<file path="src/rtl/fetch_sequencer_pkg.sv">
// fetch_sequencer_pkg: shared state encoding and default widths for the
// instruction-fetch sequencer and its next-PC selector.
package fetch_sequencer_pkg;

    typedef logic [1:0] fetch_state_t;

    localparam int DEFAULT_N   = 32;
    localparam int DEFAULT_INC = 4;

    localparam fetch_state_t S_INIT = 2'b00;
    localparam fetch_state_t S_REQ  = 2'b01;
    localparam fetch_state_t S_OUT  = 2'b10;

endpackage

</file>
<file path="src/rtl/fetch_sequencer_pc_next_sel.sv">
// pc_next_sel: next-PC selection for the fetch sequencer. Chooses between the
// sequential successor of the current PC and a redirect target.
module pc_next_sel
    import fetch_sequencer_pkg::*;
#(
    parameter int N   = DEFAULT_N,
    parameter int INC = DEFAULT_INC
) (
    input  logic [N-1:0] i_pc,
    input  logic         i_branchEn,
    input  logic [N-1:0] i_branchTarget,
    output logic [N-1:0] o_pcNext
);

    // Redirect wins over the sequential step; the increment wraps modulo 2^N.
    always_comb begin
        o_pcNext = i_branchEn ? i_branchTarget : (i_pc + N'(INC));
    end

endmodule

</file>
<file path="src/rtl/fetch_sequencer.sv">
// fetch_sequencer: reads the PC, requests the instruction word from memory,
// holds it for the decoder and writes back the next PC on acceptance.
// Optional build macro FETCH_TIMEOUT_EN adds a memory-ack watchdog that raises
// a sticky o_fetchErr and restarts fetching from RESET_PC.
module fetch_sequencer
    import fetch_sequencer_pkg::*;
#(
    parameter int             N        = DEFAULT_N,
    parameter logic [N-1:0]   RESET_PC = '0,
    parameter int             INC      = DEFAULT_INC,
    parameter int             TIMEOUT  = 15
) (
    input  logic         i_clk,
    input  logic         i_rst_,
    input  logic [N-1:0] i_pc,
    output logic         o_pcReadEn,
    output logic [N-1:0] o_pcNext,
    output logic         o_pcWriteEn,
    output logic         o_memReq,
    output logic [N-1:0] o_memAddr,
    input  logic         i_memAck,
    input  logic [N-1:0] i_memData,
    output logic [N-1:0] o_instr,
    output logic         o_instrValid,
    input  logic         i_instrReady,
    input  logic         i_branchEn,
    input  logic [N-1:0] i_branchTarget,
    output logic         o_fetchErr
);

    // A watchdog that can never count a single cycle is a configuration error.
    if (TIMEOUT < 1) begin : g_bad_timeout
        $error("fetch_sequencer: TIMEOUT must be at least 1");
    end

    fetch_state_t state_q, state_d;
    logic [N-1:0] instr_q, instr_d;
    logic [N-1:0] pc_sel;

`ifdef FETCH_TIMEOUT_EN
    localparam int CNT_W = $clog2(TIMEOUT + 1);
    logic [CNT_W-1:0] wait_cnt_q, wait_cnt_d;
    logic             fetch_err_q, fetch_err_d;
`endif

    pc_next_sel #(
        .N   (N),
        .INC (INC)
    ) u_pc_next_sel (
        .i_pc           (i_pc),
        .i_branchEn     (i_branchEn),
        .i_branchTarget (i_branchTarget),
        .o_pcNext       (pc_sel)
    );

    // Next-state logic: wait for the memory ack, then hold the word until the decoder takes it.
    always_comb begin
        state_d = state_q;
        instr_d = instr_q;
`ifdef FETCH_TIMEOUT_EN
        wait_cnt_d  = '0;
        fetch_err_d = fetch_err_q;
`endif
        case (state_q)
            S_INIT: begin
                state_d = S_REQ;
            end
            S_REQ: begin
                if (i_memAck) begin
                    instr_d = i_memData;
                    state_d = S_OUT;
                end
`ifdef FETCH_TIMEOUT_EN
                else if (wait_cnt_q == CNT_W'(TIMEOUT - 1)) begin
                    fetch_err_d = 1'b1;
                    state_d     = S_INIT;
                end else begin
                    wait_cnt_d = wait_cnt_q + CNT_W'(1);
                end
`endif
            end
            S_OUT: begin
                if (i_instrReady) begin
                    state_d = S_REQ;
                end
            end
            default: begin
                state_d = S_INIT;
            end
        endcase
    end

    // State and instruction latch, cleared by the synchronous active-low reset.
    always_ff @(posedge i_clk) begin
        if (!i_rst_) begin
            state_q <= S_INIT;
            instr_q <= '0;
`ifdef FETCH_TIMEOUT_EN
            wait_cnt_q  <= '0;
            fetch_err_q <= 1'b0;
`endif
        end else begin
            state_q <= state_d;
            instr_q <= instr_d;
`ifdef FETCH_TIMEOUT_EN
            wait_cnt_q  <= wait_cnt_d;
            fetch_err_q <= fetch_err_d;
`endif
        end
    end

    // Handshake and PC-write outputs; all quiet while reset is held low.
    always_comb begin
        o_pcReadEn   = 1'b0;
        o_memReq     = 1'b0;
        o_memAddr    = '0;
        o_instrValid = 1'b0;
        o_pcWriteEn  = 1'b0;
        o_pcNext     = '0;
        if (i_rst_) begin
            case (state_q)
                S_INIT: begin
                    o_pcWriteEn = 1'b1;
                    o_pcNext    = RESET_PC;
                end
                S_REQ: begin
                    o_pcReadEn = 1'b1;
                    o_memReq   = 1'b1;
                    o_memAddr  = i_pc;
                end
                S_OUT: begin
                    o_pcReadEn   = 1'b1;
                    o_instrValid = 1'b1;
                    if (i_instrReady) begin
                        o_pcWriteEn = 1'b1;
                        o_pcNext    = pc_sel;
                    end
                end
                default: begin
                    o_pcReadEn = 1'b0;
                end
            endcase
        end
    end

    assign o_instr = instr_q;

`ifdef FETCH_TIMEOUT_EN
    assign o_fetchErr = fetch_err_q;
`else
    assign o_fetchErr = 1'b0;
`endif

endmodule

</file>
<file path="config.mk">
export PLATFORM = sky130hd
export DESIGN_NAME = fetch_sequencer
export DESIGN_NICKNAME = d
export VERILOG_FILES = /design/src/rtl/fetch_sequencer_pkg.sv /design/src/rtl/fetch_sequencer_pc_next_sel.sv /design/src/rtl/fetch_sequencer.sv
export SDC_FILE = /design/constraint.sdc
export NUM_CORES = 1
export LEC_CHECK = 0
export ABC_AREA = 0
export BUFFER_PORTS_ARGS = -buffer_cell sky130_fd_sc_hd__buf_2
export CORE_AREA = 2 2 83 85
export DETAILED_ROUTE_END_ITERATION = 7
export DIE_AREA = 0 0 85 87
export PLACE_DENSITY_LB_ADDON = 0.15
export RECOVER_POWER = 50
export SLEW_MARGIN = 20
export SYNTH_ARGS = -nofsm -noshare
export SYNTH_HDL_FRONTEND = slang
export SYNTH_SLANG_ARGS = --single-unit
export TNS_END_PERCENT = 100
</file>
<file path="constraint.sdc">
create_clock -name i_clk -period 2.32 [get_ports i_clk]
set_clock_uncertainty 0.1 [all_clocks]
set_input_delay 0.232 -clock i_clk [delete_from_list [all_inputs] [get_ports i_clk]]
set_output_delay 0.232 -clock i_clk [all_outputs]
set_load 0.005 [all_outputs]
</file>
# ---- Word-level counts from Yosys, hierarchy flattened
# Cells that the tools add are included.
dict set report op_classes {
  add_sub_neg 1
  eq_ne 4
  mux 18
  reduce_logical 4
}
# operator n
set op_table {}
lappend op_table {{$mux W32} 6}
lappend op_table {{$add A32 B3 Y32 const B} 1}
lappend op_table {{$mux W1} 8}
lappend op_table {{$pmux W2 S3} 1}
lappend op_table {{$mux W2} 2}
lappend op_table {{$ne A2 B2 Y1 const B} 2}
lappend op_table {{$reduce_and A2 Y1} 2}
lappend op_table {{$eq A2 B1 Y1 const B} 1}
lappend op_table {{$eq A2 B2 Y1 const B} 1}
lappend op_table {{$logic_not A2 Y1} 1}
lappend op_table {{$pmux W1 S2} 1}
lappend op_table {{$reduce_or A2 Y1} 1}
dict set report totals {
  register_bits 34
  inputBits 101
  out_inout_bits 101
  elab_cells 29
}

# ---- Logic depth before layout (Yosys ltp)
# Gate-level depths: netlist of run 1.
dict set report depth {
  ltp_word 5
  ltp_mapped 7
  depth_no_buf 6
}

# ---- Hierarchy
# From an unflattened synthesis of run 1, not the netlist that was laid out.
dict set report unflattened {
  hier_cells 404
  hier_area_um2 2991.6
}
# mod instances cells_each area_each_um2 seq_area_each_um2
set modules_own_cells {}
lappend modules_own_cells {fetch_sequencer 1 241 1978.1 680.7}
lappend modules_own_cells {pc_next_sel 1 163 1013.5 0.0}

# ---- Worst setup path before layout of run 1
# OpenSTA, ideal clock, no wires.
dict set report synth_path {
  path_kind {in2out}
  startpoint {input i_pc[2]}
  endpoint {output o_pcNext[26]}
  t_arrival_ns 1.589
  required_time_ns 1.988
  setup_slack_ns 0.399
  path_stages 6
  path_buffers 0
  path_cell_list {ha_1 -> nand4_1 -> nor4_2 -> nand4_1 -> xor2_1 -> a21oi_1}
}
dict set report synth_between {
  elab_chain_cells 5
}
# item line_no
set synth_rtl {}
lappend synth_rtl {{start, declared} fetch_sequencer.sv:15} ;# input logic [N-1:0] i_pc,
lappend synth_rtl {{$add A32 B3 Y32} fetch_sequencer_pc_next_sel.sv:17} ;# o_pcNext = i_branchEn ? i_branchTarget : (i_pc + N'(INC));
lappend synth_rtl {{$mux W32} fetch_sequencer_pc_next_sel.sv:17}
lappend synth_rtl {{$mux W32} fetch_sequencer.sv:134} ;# if (i_instrReady) begin
lappend synth_rtl {{$mux W32} fetch_sequencer.sv:121} ;# case (state_q)
lappend synth_rtl {{$mux W32} fetch_sequencer.sv:120} ;# if (i_rst_) begin
lappend synth_rtl {{end, declared} fetch_sequencer.sv:17} ;# output logic [N-1:0] o_pcNext,
# Every way passes these cells.

# ---- Worst setup path after layout of run 1
dict set report layout_path {
  startpoint {input i_pc[10]}
  endpoint {output o_pcNext[27]}
}
# Same word-level chain as after synthesis.

==> results of run 1 <==
area by class of cell:
type                    instances  area (um2)  share of cell area, %
clock inverters                 1        7.51                  0.207
repair buffers                212        1090                   30.1
clock buffers                   6        72.6                   2.00
inverters                       7        26.3                  0.725
well taps                      80         100                   2.76
multi-input cells             297        1650                   45.5
flip-flops and latches         34         681                   18.8
what timing repair did:
item | in CTS | in global routing
setup endpoints to repair | 0 | 1
resized for setup | 0 | 1
hold buffers | 0 | 0
logic make-up (layout without fill, tap and decap cells):
group | Yosys count | in the layout | share of synthesized area (%)
muxes | 5 | 5 | 2.04
other | 1 | 1 | 0.153
DFF | 34 | 34 | 27.7
buffers and inverters | 34 | 226 | 5.35
xor gates and xnor gates | 26 | 26 | 9.27
and+or+nand+nor | 177 | 177 | 35.6
AOI/OAI and AO/OA | 84 | 84 | 17.8
adders and majority gates | 4 | 4 | 2.04
layout by cell type, fill, tap and decap left out, types with 2 or more instances in the layout:
| cell type | count |
|---|---|
| a211oi_1 | 5 |
| a21oi_1 | 56 |
| a31oi_1 | 2 |
| and2_0 | 2 |
| and3_1 | 35 |
| and4_1 | 2 |
| buf_12 | 2 |
| buf_2 | 181 |
| buf_4 | 9 |
| clkbuf_1 | 20 |
| clkbuf_8 | 5 |
| dfxtp_1 | 34 |
| ha_1 | 4 |
| inv_1 | 6 |
| mux2i_1 | 5 |
| nand2_1 | 80 |
| nand2_2 | 3 |
| nand2b_1 | 2 |
| nand3_1 | 7 |
| nand4_1 | 12 |
| nor2_1 | 20 |
| nor3_1 | 6 |
| o21ai_0 | 20 |
| xnor2_1 | 7 |
| xor2_1 | 19 |
where the power goes:
part	switching, mW	internal [mW]
Clock	0.200	0.205
Combinational	0.271	0.214
Sequential	0.0204	0.625
Total	0.491	1.05
layer usage:
metal	share of wire [%]	GRT usage, %
met1	40	24.6
met2	49	38.8
met3	8.9	5.31
met4	2.1	6.93
met5	0	0
worst max path at each step:
stage | start | endpoint | slack [ns] | cells past startpoint
2_1_floorplan | i_pc[2] | o_pcNext[26] | 0.40 | 6
3_3_place_gp | i_pc[9] | o_pcNext[25] | 0.19 | 7
3_5_place_dp | i_pc[9] | o_pcNext[25] | 0.19 | 7
4_1_cts | state_q[0]$_SDFFE_PN0P_ | o_pcNext[19] | 0.13 | 6
5_1_grt | i_pc[10] | o_pcNext[27] | 0.03 | 7
6_report | i_pc[10] | o_pcNext[27] | 0.17 | 7
registers in the layout, indices dropped and copies added, names as in the netlist:
| register | cells |
|---|---|
| o_instr | 32 |
| state_q | 2 |
Yosys cell counts (all sizes together), types with 3 or more instances:
cell type	n	share of area, %
mux2i	5	2.0
clkbuf	25	3.8
nand2	83	13
a211oi	5	1.5
nand4	13	3.6
a21oi	56	11
and2	3	0.76
and3	35	8.9
xnor2	7	2.5
nor3	6	1.2
nand3	8	1.8
o21ai	20	4.1
xor2	19	6.8
ha	4	2.0
dfxtp	34	28
nor2	20	3.1
inv	6	0.92
worst max-delay path, delay by kind of cell:
family,cells,cell delay (ns)
AOI/OAI and AO/OA,1,0.15
buffers and inverters,2,0.28
and+or+nand+nor,4,1.15
==> flow_summary.yaml, run 1 <==
run_status:
  status: "completed"
cts:
  cts_made_buffers: 5
  cts_tree: "yes"
  clk_latency_ns: 0.28
  cts_sinks: 34
  post_cts_buffers: 0
  clock_path_buffers: 2
  cts-htree-levels: 2
  clkTransAtPathRegs_ns: 0.07
  cts-root-buf: "clkbuf_8"
setup_path:
  cp.arrival_ns: 1.82
  reg2reg_depth: 6
  required_ns: 1.99
  critPathKind: "input port to primary output"
  critPathMaxFanout: 6
  ff2ff_setup_slack_ns: 0.33
  crit_chain: "buf_2 -> nand4_2 -> nor4_4 -> nand3_1 -> or3_1 -> a31oi_1 -> buf_2"
  crit_top_cell: "buf_2"
  slowest_delay_ns: 0.43
  start_kind: "input port"
  crit_slowest_cell: "nor4_4"
  r2r-start: "state_q[1]$_SDFFE_PN0P_"
  reg2reg_to: "o_instr[31]$_SDFFE_PN0P_"
  end_kind: "primary output"
global_route:
  grt.total_usage_pct: 21.4
  grt_overflow: 0
  grt_pass1_wl_mm: 13.1
  grt_start_max_net_pins: 49
  grt_pass1_vias: 2885
  antenna_found_initial: 0
timing:
  worst_slew_pin_slew_ns: 0.660
  relSlewSlack_pct: 56.0
  maxSlewViolCount: 0
  period_needed_ns: 2.15
  final-setup-viol-count: 0
  rsz0062_at_grt: "no"
  hold_viol_final: 0
  timing.fmax_ghz: 0.465
  layout_setup_ws_ns: 0.171
  hold_slack_ns: 0.0821
  totalNegativeSetupSlack_ns: 0
  period_share_pct: 92.6
placed_design:
  dp_cells: 630
  post-place-ws_ns: 0.187
  dp.final_hpwl_mm: 6.50
  io_buffers: 200
  gp_congestion: 0.787
  placed_area_um2: 3580
layout:
  num_antenna_cells: 0
  area_growth_pct: 47.5
  fin_area_um2: 3620
  drive_gt1_share_pct: 37.0
  nets: 662
  post-route-util_pct: 55.2
  fillerInstances: 695
  finalNonFillerCells: 637
detailed_routing:
  wl_per_cell_um: 13.0
  routed_via_density: 5.01
  route.detailed.drc: 0
  wirelength_mm: 8.31
  ant_nets: 0
  drt_pass1_iterations: 4
  drt_iter0_markers: 81
  vias: 3194
worst_hold_path:
  hp-class: "input port to register"
  hold_path_end: "o_instr[23]$_SDFFE_PN0P_"
  hp-start: "i_memData[23]"
  min_path_cells: 3
power_and_ir_drop:
  power_density_nw_per_um2: 424
  ir_drop_v: 0.000367
  fin_total_pwr_mw: 1.54
  p_leak_nw: 1.87
synth:
  seq_area_frac_synth_pct: 27.7
  synthArstFlopShare_pct: 0
  yosys_warnings: 0
  ys.flop_type: "dfxtp_1"
  synth_edf_count: 0
  syn_inst: 365
  syn_area_per_cell_um2: 6.73
  syn_nets: 470
  synth_area_um2: 2460
  synth_cell_types: 33
  ys_seq_elements: 34
run:
  max_cap_violations: 0
floorplanning:
  dieArea_um2: 7400
  initial_core_util_pct: 37.4
  io_pins: 202
  fp.dieH_um: 87
  die_w_um: 85
  fp.coreArea_um2: 6570
  fp-row-count: 30
Power figures use the tool's default switching activity.
==> run 2, diff against run 1 <==
==> constraint.sdc (replaced) <==
create_clock -name i_clk -period 2.32 [get_ports i_clk]
set_clock_uncertainty 0.1 [all_clocks]
set_input_delay 0.116 -clock i_clk [delete_from_list [all_inputs] [get_ports i_clk]]
set_output_delay 0.116 -clock i_clk [all_outputs]
set_load 0.005 [all_outputs]
==> flow_summary.yaml, run 2 (synthesis results as in run 1) <==
placed_design:
  dp.final_hpwl_mm: 6.39
  gp_congestion: 0.825
  io_buffers: 200
  post-place-ws_ns: 0.401
  dp_cells: 628
setup_path:
  slowest_delay_ns: 0.33
  critPathMaxFanout: 14
  crit_slowest_cell: "dfxtp_1"
  required_ns: 2.10
  critPathBufInv: 2
  ff2ff_setup_slack_ns: 0.28
  crit_chain: "inv_1 -> ha_1 -> and2_0 -> nand2_1 -> a211oi_1 -> buf_2"
  critPathKind: "register to primary output"
  start_kind: "register"
  cp.arrival_ns: 1.85
  end_kind: "primary output"
  cp_top_family: "simple AND/OR/NAND/NOR gates"
layout:
  nets: 692
  num_antenna_cells: 0
  largest_reg_flops: 32
  area_growth_pct: 59.0
  finalNonFillerCells: 667
  fillerInstances: 665
  final_common_cell: "buf_2"
  drive_gt1_share_pct: 33.9
  final_cell_mix: "buf_2, nand2_1, a21oi_1"
detailed_routing:
  wl_met3_um: 666
  ant_nets: 0
  vias: 3365
  met2_length_mm: 4.51
  topRoutingLayerUsed: "met4"
  route.detailed.drc: 0
  wl_per_cell_um: 13.4
  drt_pass1_iterations: 4
  drt_iter0_markers: 120
  routed_via_density: 5.04
  wirelength_mm: 8.96
  drt-met1-wl_mm: 3.61
global_route:
  grt.total_usage_pct: 22.2
  grt_overflow: 0
  grt_pass1_vias: 2876
  grt_start_max_net_pins: 49
  grt_pass1_wl_mm: 13.5
  antenna_found_initial: 0
power_and_ir_drop:
  switching_share_pct: 32.4
  p_leak_nw: 1.97
  ir_drop_v: 0.000342
  pwr-share-comb_pct: 33.4
  p_sw_mw: 0.514
  pwr-share-clk_pct: 25.9
  seq_power_share_pct: 40.8
  power_density_nw_per_um2: 406
  p_int_mw: 1.07
  fin_total_pwr_mw: 1.59
floorplanning:
  die_w_um: 85
  fp.dieH_um: 87
  fp.coreArea_um2: 6570
  dieArea_um2: 7400
  fp-row-count: 30
  initial_core_util_pct: 37.4
  io_pins: 202
worst_hold_path:
  hp-class: "input port to register"
cts:
  cts-htree-levels: 2
  cts_sinks: 34
  clkTransAtPathRegs_ns: 0.07
  clock_path_buffers: 2
  cts-root-buf: "clkbuf_8"
  clk_latency_ns: 0.28
  cts_made_buffers: 5
  post_cts_buffers: 0
  cts_tree: "yes"
timing:
  hold_slack_ns: 0.0797
  relSlewSlack_pct: 57.5
  final-setup-viol-count: 0
  rsz0062_at_grt: "no"
  period_share_pct: 89.1
  timing.fmax_ghz: 0.484
  hold_viol_final: 0
  totalNegativeSetupSlack_ns: 0
  maxSlewViolCount: 0
  period_needed_ns: 2.07
  layout_setup_ws_ns: 0.253
  worst_slew_pin_slew_ns: 0.637
run:
  max_cap_violations: 0
run_status:
  status: "completed"
run 2: path summary, 6_finish.rpt:
| path | endpoint | startpoint | cells after the start |
|---|---|---|---|
| setup reg to reg | o_instr[13]$_SDFFE_PN0P_ | state_q[1]$_SDFFE_PN0P_ | 7 |
| setup / recovery | o_pcNext[19] | state_q[0]$_SDFFE_PN0P_ | 6 |
| hold reg to reg | o_instr[19]$_SDFFE_PN0P_ | o_instr[19]$_SDFFE_PN0P_ | 2 |
| hold / removal | state_q[1]$_SDFFE_PN0P_ | i_memAck | 3 |
run 2: area by class of cell:
type	count	area (um2)	share of cell area [%]
Timing Repair Buffer	242	1380	35.2
Clock inverter	2	10.0	0.256
Clock buffer	5	68.8	1.76
Tap cell	80	100	2.56
Multi-Input combinational cell	297	1650	42.1
Inverter	7	26.3	0.672
Sequential cell	34	681	17.4
run 2: through the flow:
step	area, um2	util [%]
3_5_place_dp	3540	53.9
4_1_cts	3940	60.0
2_1_floorplan	2460	-
3_3_place_gp	3540	53.9
5_1_grt	3910	59.5
6_report	3910	59.5
run 2: layer usage:
metal,global-route usage (%),vias to the layer above
li1,-,1693
met1,26.1,1506
met2,39.7,146
met3,5.31,20
met4,7.22,0
met5,0,-
run 2: worst reg2reg max path, cell delays in order, from the launching register on:
cell	delay [ns]
dfxtp_1	0.33
inv_1	0.08
ha_1	0.16
buf_4	0.28
and2_0	0.21
clkbuf_1	0.51
nand2_1	0.12
a21oi_1	0.17
run 2: what timing repair did:
action,4_1_cts,5_1_grt
hold buffers,32,0
endpoints found under the setup margin,0,11
hold endpoints to repair,32,0
gates resized for setup,0,1
run 2: power by group through the flow:
stage	clock network, mW	registers (mW)	logic, mW
finish	0.410	0.647	0.529
detailed placement	0	0.659	0.491
global route	0.446	0.650	0.587
floorplan	0	0.662	0.237
global placement	0	0.656	0.486
CTS	0.427	0.645	0.533
